==> config.mk <==
export PLATFORM = sky130hd
export DESIGN_NAME = xbar_rr_arbiter
export DESIGN_NICKNAME = d
export VERILOG_FILES = /design/src/rtl/xbar_rr_arbiter.sv
export SDC_FILE = /design/constraint.sdc
export NUM_CORES = 1
export LEC_CHECK = 0
export CORE_AREA = 2 2 39 41
export CTS_CLUSTER_SIZE = 10
export DETAILED_ROUTE_END_ITERATION = 10
export DIE_AREA = 0 0 41 43
export HOLD_SLACK_MARGIN = 0.03
export PLACE_DENSITY = 0.76
export SYNTH_ARGS = -nofsm -noshare
export SYNTH_HDL_FRONTEND = slang
export SYNTH_SLANG_ARGS = --single-unit
==> constraint.sdc <==
create_clock -name clk_i -period 3.6 [get_ports clk_i]
set_clock_uncertainty 0.1 [all_clocks]
set_input_delay 1.08 -clock clk_i [delete_from_list [all_inputs] [get_ports clk_i]]
set_output_delay 1.08 -clock clk_i [all_outputs]
set_load 0.005 [all_outputs]
==> src/rtl/xbar_rr_arbiter.sv <==
// Round-robin arbiter for one crossbar peripheral port. The grant is locked until
// p_ready_i, or until an optional hold timeout force-releases it.
module xbar_rr_arbiter #(
  parameter  int NUM_REQ        = 3,
  parameter  int TIMEOUT_CYCLES = 0,
  localparam int IDX_W          = $clog2(NUM_REQ),
  localparam int CNT_W          = (TIMEOUT_CYCLES == 0) ? 1 : $clog2(TIMEOUT_CYCLES + 1)
) (
  input  logic               clk_i,
  input  logic               rst_ni,
  input  logic [NUM_REQ-1:0] req_i,
  input  logic               p_ready_i,
  output logic [NUM_REQ-1:0] gnt_o,
  output logic [IDX_W-1:0]   gnt_idx_o,
  output logic               gnt_valid_o,
  output logic               busy_o,
  output logic               timeout_o
);

  localparam logic ST_IDLE   = 1'b0;
  localparam logic ST_ACTIVE = 1'b1;

  logic             state_q, state_d;
  logic [IDX_W-1:0] ptr_q, ptr_d;
  logic [IDX_W-1:0] lock_q, lock_d;
  logic [CNT_W-1:0] cnt_q, cnt_d;

  logic             win_found;
  logic [IDX_W-1:0] win_idx;
  logic [IDX_W:0]   sum;
  logic [IDX_W-1:0] cand;
  logic             to_hit;

  function automatic logic [IDX_W-1:0] nxt(input logic [IDX_W-1:0] i);
    return (i == IDX_W'(NUM_REQ - 1)) ? '0 : i + 1'b1;
  endfunction

  // Scan requests from ptr_q upward, wrapping modulo NUM_REQ; first hit wins.
  always_comb begin
    win_found = 1'b0;
    win_idx   = '0;
    sum       = '0;
    cand      = '0;
    for (int i = 0; i < NUM_REQ; i++) begin
      sum  = {1'b0, ptr_q} + (IDX_W+1)'(i);
      cand = (sum >= (IDX_W+1)'(NUM_REQ)) ? IDX_W'(sum - (IDX_W+1)'(NUM_REQ))
                                          : IDX_W'(sum);
      if (!win_found && req_i[cand]) begin
        win_found = 1'b1;
        win_idx   = cand;
      end
    end
  end

  assign to_hit = (TIMEOUT_CYCLES != 0) && !p_ready_i &&
                  ((32'(cnt_q) + 32'd1) == 32'(TIMEOUT_CYCLES));

  always_comb begin
    state_d   = state_q;
    ptr_d     = ptr_q;
    lock_d    = lock_q;
    cnt_d     = cnt_q;
    timeout_o = 1'b0;
    case (state_q)
      ST_IDLE: begin
        if (win_found) begin
          if (p_ready_i) begin
            ptr_d = nxt(win_idx);
          end else begin
            state_d = ST_ACTIVE;
            lock_d  = win_idx;
            cnt_d   = CNT_W'(1);
          end
        end
      end
      default: begin
        if (p_ready_i) begin
          ptr_d   = nxt(lock_q);
          state_d = ST_IDLE;
        end else if (to_hit) begin
          timeout_o = 1'b1;
          ptr_d     = nxt(lock_q);
          state_d   = ST_IDLE;
        end else if (cnt_q != '1) begin
          cnt_d = cnt_q + 1'b1;
        end
      end
    endcase
  end

  always_ff @(posedge clk_i or negedge rst_ni) begin
    if (!rst_ni) begin
      state_q <= ST_IDLE;
      ptr_q   <= '0;
      lock_q  <= '0;
      cnt_q   <= '0;
    end else begin
      state_q <= state_d;
      ptr_q   <= ptr_d;
      lock_q  <= lock_d;
      cnt_q   <= cnt_d;
    end
  end

  // While locked the grant comes only from lock_q, never from req_i.
  assign busy_o      = (state_q == ST_ACTIVE);
  assign gnt_valid_o = busy_o | win_found;
  assign gnt_idx_o   = busy_o ? lock_q : (win_found ? win_idx : '0);

  for (genvar g = 0; g < NUM_REQ; g++) begin : g_gnt
    assign gnt_o[g] = gnt_valid_o && (gnt_idx_o == IDX_W'(g));
  end

endmodule

Word level (Yosys, flattened, before mapping)
Index checks and enable logic that the tools add are counted.
{"block": "word_totals", "reg_bits": 5, "in_bits": 6, "out_inout_bits": 8, "elab_cells": 62}
{"block": "op_classes", "add_sub_neg": 7, "n_lt_le_gt_ge": 6, "eq_ne": 6, "mux": 26, "n_bitwise": 3, "reduce_logical": 11}
{"op": "$mux 2", "count": 14}
{"op": "$lt 2x3->1 const B", "count": 3}
{"op": "$mux 1", "count": 9}
{"op": "$bmux 1 s2", "count": 3}
{"op": "$eq 2x2->1 const B", "count": 3}
{"op": "$ge 3x2->1 const B", "count": 2}
{"op": "$reduce_and 3->1", "count": 2}
{"op": "$sub 2x2->2 const B", "count": 3}
{"op": "$logic_and 1x1->1", "count": 5}
{"op": "$add 2x1->2 const B", "count": 2}
{"op": "$ne 2x2->1 const B", "count": 2}
{"op": "$add 2x1->3 const B", "count": 1}
{"op": "$add 2x2->3 const B", "count": 1}
{"op": "$eq 2x1->1 const B", "count": 1}
{"op": "$ge 2x2->1 const B", "count": 1}
{"op": "$logic_not 1->1", "count": 2}
{"op": "$logic_not 2->1", "count": 1}
{"op": "$not 1->1", "count": 2}
{"op": "$reduce_bool 2->1", "count": 1}
{"op": "$or 1x1->1", "count": 1}

Logic depth before layout (Yosys ltp)
{"block": "depth", "ltp_word": 16, "depth_mapped": 7, "ltp_nobuf": 7}

Worst setup path after synthesis
OpenSTA, ideal clock, no wires.
{"block": "synth_timing", "kind": "in2out", "start": "input req_i[2]", "end": "output gnt_o[0]", "t_arrival_ps": 1933, "required_time_ps": 2420, "slack_ps": 487, "cell_stages": 5, "path_buffers": 0, "cell_sequence": "mux2i_1 o221a_1 a31o_4 nand2b_1 o21ai_1"}
{"block": "synth_between", "elab_chain_len": 13, "elab_cells_between_ends": 21, "classes_between": "mux (14); bitwise (1); reduce/logical (6)"}
{"element": "from (decl)", "line_no": "11", "text": "input logic [NUM_REQ-1:0] req_i,"}
{"element": "$bmux 1 s2", "line_no": "48", "text": "if (!win_found && req_i[cand]) begin"}
{"element": "$mux 1 (implied by the code)", "line_no": "48"}
{"element": "$mux 1", "line_no": "48"}
{"element": "$logic_not 1->1", "line_no": "48"}
{"element": "$logic_and 1x1->1", "line_no": "48"}
{"element": "$mux 1", "line_no": "48"}
{"element": "$logic_not 1->1", "line_no": "48"}
{"element": "$logic_and 1x1->1", "line_no": "48"}
{"element": "$mux 2 / $mux 1 (equally long branches)", "line_no": "48"}
{"element": "$mux 2 (2 in series)", "line_no": "108", "text": "assign gnt_idx_o = busy_o ? lock_q : (win_found ? win_idx : '0);"}
{"element": "$logic_not 2->1", "line_no": "111", "text": "assign gnt_o[g] = gnt_valid_o && (gnt_idx_o == IDX_W'(g));"}
{"element": "$logic_and 1x1->1 (*)", "line_no": "111"}
{"element": "to (decl)", "line_no": "13", "text": "output logic [NUM_REQ-1:0] gnt_o,"}
Every way passes the cells marked *; elsewhere a longest branch is shown, timed or not. The select of a mux whose other input is x is not followed.

Worst setup path after layout
{"block": "layout_timing", "start": "input req_i[2]", "end": "output gnt_o[1]"}
{"block": "layout_between", "elab_chain_len": 13, "elab_cells_between_ends": 21, "classes_between": "eq/ne (1); mux (14); bitwise (1); reduce/logical (5)"}
{"element": "$bmux 1 s2", "line_no": "48"}
{"element": "$mux 1 (implied by the code)", "line_no": "48"}
{"element": "$mux 1", "line_no": "48"}
{"element": "$logic_not 1->1", "line_no": "48"}
{"element": "$logic_and 1x1->1", "line_no": "48"}
{"element": "$mux 1", "line_no": "48"}
{"element": "$logic_not 1->1", "line_no": "48"}
{"element": "$logic_and 1x1->1", "line_no": "48"}
{"element": "$mux 2 / $mux 1 (equally long branches)", "line_no": "48"}
{"element": "$mux 2 (2 in series)", "line_no": "108"}
{"element": "$eq 2x1->1", "line_no": "111"}
{"element": "$logic_and 1x1->1 (*)", "line_no": "111"}
Marks and branches as above.

==> results_dict.tcl <==
set metrics [dict create \
    clk_pin_slew_worst_paths_ns 0.05 \
    diodes 0 \
    async_reset_ff_frac 1.00 \
    cts_root_buffer "clkbuf_4" \
    rrSetupSlack_ns 1.13 \
    p_sw_frac 0.409 \
    worstPathCellList "buf_2 -> buf_4 -> nor2_1 -> a221oi_2 -> buf_4 -> nor3_4 -> buf_4 -> buf_4 -> a21o_1 -> buf_2" \
    p_leak_uw 0.000401 \
    clock_latency_ns 0.25 \
    final_common_cell "buf_4" \
    synthFlopType "dfrtp_1" \
    preCtsSetupSlack_ns -0.546 \
    clk_path_buf_depth 2 \
    syn_nets 72 \
    port_buffers 12 \
    fin_crit_sh 0.981 \
    holdWs_ns 0.457 \
    start_util 0.385 \
    dp_cells 98 \
    cts_tree "yes" \
    design.die.area_um2 1760 \
    path_buf_inv 6 \
    place.gp.congestion 0.756 \
    cp-end-kind "primary output" \
    cp_slowest_stage_delay_ns 0.28 \
    setup_violations 0 \
    layout-drive-gt1-share 0.323 \
    ios 14 \
    finalMaxSlewViolations 0 \
    peakVddDrop_v 0.000356 \
    clock.fmax_mhz 283 \
    dieWidth_um 41 \
    routed_wl_mm 1.43 \
    antenna_found_initial 0 \
    syn-cell-area_um2 533 \
    syn-mean-instance-area_um2 8.60 \
    r2r_start "ptr_q[0]$_DFFE_PN0P_" \
    ant_nets 0 \
    r2r_cells 11 \
    p_seq_frac 0.166 \
    tns_ns 0 \
    final_cell_mix "buf_4 (17), nor2_1 (5), nand2b_1 (5), nor2b_1 (5), buf_2 (5)" \
    route.vias.total 578 \
    cellPowerDensity_nw_per_um2 829 \
    combPwrFrac 0.733 \
    core_area_um2 1380 \
    grt-ovfl-total 0 \
    holdPathEnd "lock_q[1]$_DFFE_PN0P_" \
    grt_pass1_vias 591 \
    start_kind "input pin" \
    final_cells 109 \
    r2r_end "ptr_q[1]$_DFFE_PN0P_" \
    setup_slack_ns 0.0674 \
    cts_hold_buffers 0 \
    critPathTopFamily "buffers and inverters" \
    final_core_util 0.582 \
    yosysWarnings 0 \
    numClockSinks 5 \
    hold_viol 0 \
    drc 0 \
    status "finished clean" \
    die_h_um 43 \
    hp-start "lock_q[1]$_DFFE_PN0P_" \
    p_clk_frac 0.100 \
    drt_iter0_drc 9 \
    synth_cell_types 32 \
    area_delta_synth_final_pct 51.2 \
    critPathMaxFanout 4 \
    htreeDepth 1 \
    cp_slowest_cell "a221oi_2" \
    min_path_type "flop to flop" \
    grt_setup_unrepaired "false" \
    row_count 14 \
    drt-vias-per-instance 5.30 \
    dr.pass1.iters 4 \
    postSynthCellCount 62 \
    worstPathArrival_ns 2.35 \
    hold_depth 2 \
    power.switching_uw 273 \
    required_ns 2.42 \
    cts_buffers 3 \
    cp_common_cell "buf_4" \
    maxCapViolCount 0 \
    grt_pass1_wl_mm 2.37 \
    synth-edff-count 0 \
    layout.nets 104 \
    finalCriticalPeriod_ns 3.53 \
    ys_seq_elements 5 \
    track_usage 0.197 \
    ys_seq_area_frac 0.235 \
    p_int_uw 395 \
    routedWlPerCell_um 13.1 \
    hpwlAfterDp_mm 1.07 \
    grt_max_degree 10 \
    criticalPathCategory "input pin to primary output" \
]
flip-flops by register name (all words and copies together) (netlist names):
name,cells
lock_q,2
ptr_q,2
busy_o,1
power by group through the flow:
stage	sequential, uW	combinational [uW]	clock, uW
final	111	490	67.1
after global routing	116	533	75.7
after CTS	110	479	71.2
after detailed placement	108	457	0
after global placement	107	443	0
after floorplan	98.8	259	0
cell families (layout without fill, tap and decap cells):
logic type      after synthesis  after routing  synth area share
fa+ha+maj                     4              4            0.0939
buf+inv                       6             37            0.0493
flops                         5              5             0.235
compound gates               19             19             0.298
simple gates                 25             25             0.277
other cells                   1              1           0.00704
mux                           2              2            0.0399
cell usage after synthesis, types with 2 or more instances:
cell,n,area (um2)
nand2_1,4,15.0
dfrtp_1,5,125
a21o_1,2,15.0
nand2b_1,5,31.3
nor2_1,5,18.8
inv_1,4,15.0
o21ai_1,3,15.0
nor2b_1,5,31.3
a21oi_1,3,15.0
ha_1,4,50.1
how the worst max path moves through the flow:
| stage | start | endpoint | slack [ns] | cells after the start |
|---|---|---|---|---|
| 6_report | req_i[2] | gnt_o[1] | 0.07 | 10 |
| 5_1_grt | req_i[2] | gnt_o[1] | 0.0003 | 9 |
| 4_1_cts | req_i[1] | gnt_o[1] | 0.01 | 9 |
| 3_5_place_dp | req_i[0] | gnt_o[1] | -0.55 | 7 |
| 3_3_place_gp | req_i[0] | gnt_o[0] | -0.51 | 7 |
| 2_1_floorplan | req_i[2] | gnt_o[0] | 0.49 | 5 |
layer usage:
| metal | vias to the layer above | global-route usage | wire length, um |
|---|---|---|---|
| met5 | - | 0 | 0 |
| li1 | 282 | - | - |
| met4 | 0 | 0.153 | 51 |
| met1 | 274 | 0.182 | 521 |
| met2 | 15 | 0.363 | 821 |
| met3 | 7 | 0.00524 | 35 |
what timing repair did:
action / 4_1_cts / 5_1_grt
hold endpoints to repair: 0 / 0
gates resized for setup: 23 / 4
pin swaps: 4 / 2
endpoints found under the setup margin: 6 / 3
buffers inserted: 6 / 1
metrics by stage:
| stage | total power (uW) | instance area (um2) |
|---|---|---|
| finish | 668 | 806 |
| global route | 725 | 806 |
| CTS | 660 | 792 |
| detailed placement | 565 | 737 |
| global placement | 550 | 737 |
| floorplan | 358 | 533 |
layout make-up:
class	instances	area [um2]
Clock buffer	4	26.3
Timing Repair Buffer	29	225
Sequential cell	5	126
Multi-Input combinational cell	51	393
Fill cell	135	578
Tap cell	16	20.0
Inverter	4	15.0
worst reg2reg max path: stages, from the launching register on:
cell and delay, ns:
dfrtp_2 0.40, inv_1 0.07, ha_1 0.32, buf_4 0.16, nor2b_1 0.12, o21ai_1 0.22, a31o_4 0.21, nor3_4 0.04
buf_4 0.12, buf_4 0.13, buf_4 0.12, a221o_1 0.34
Power figures use the tool's default switching activity.
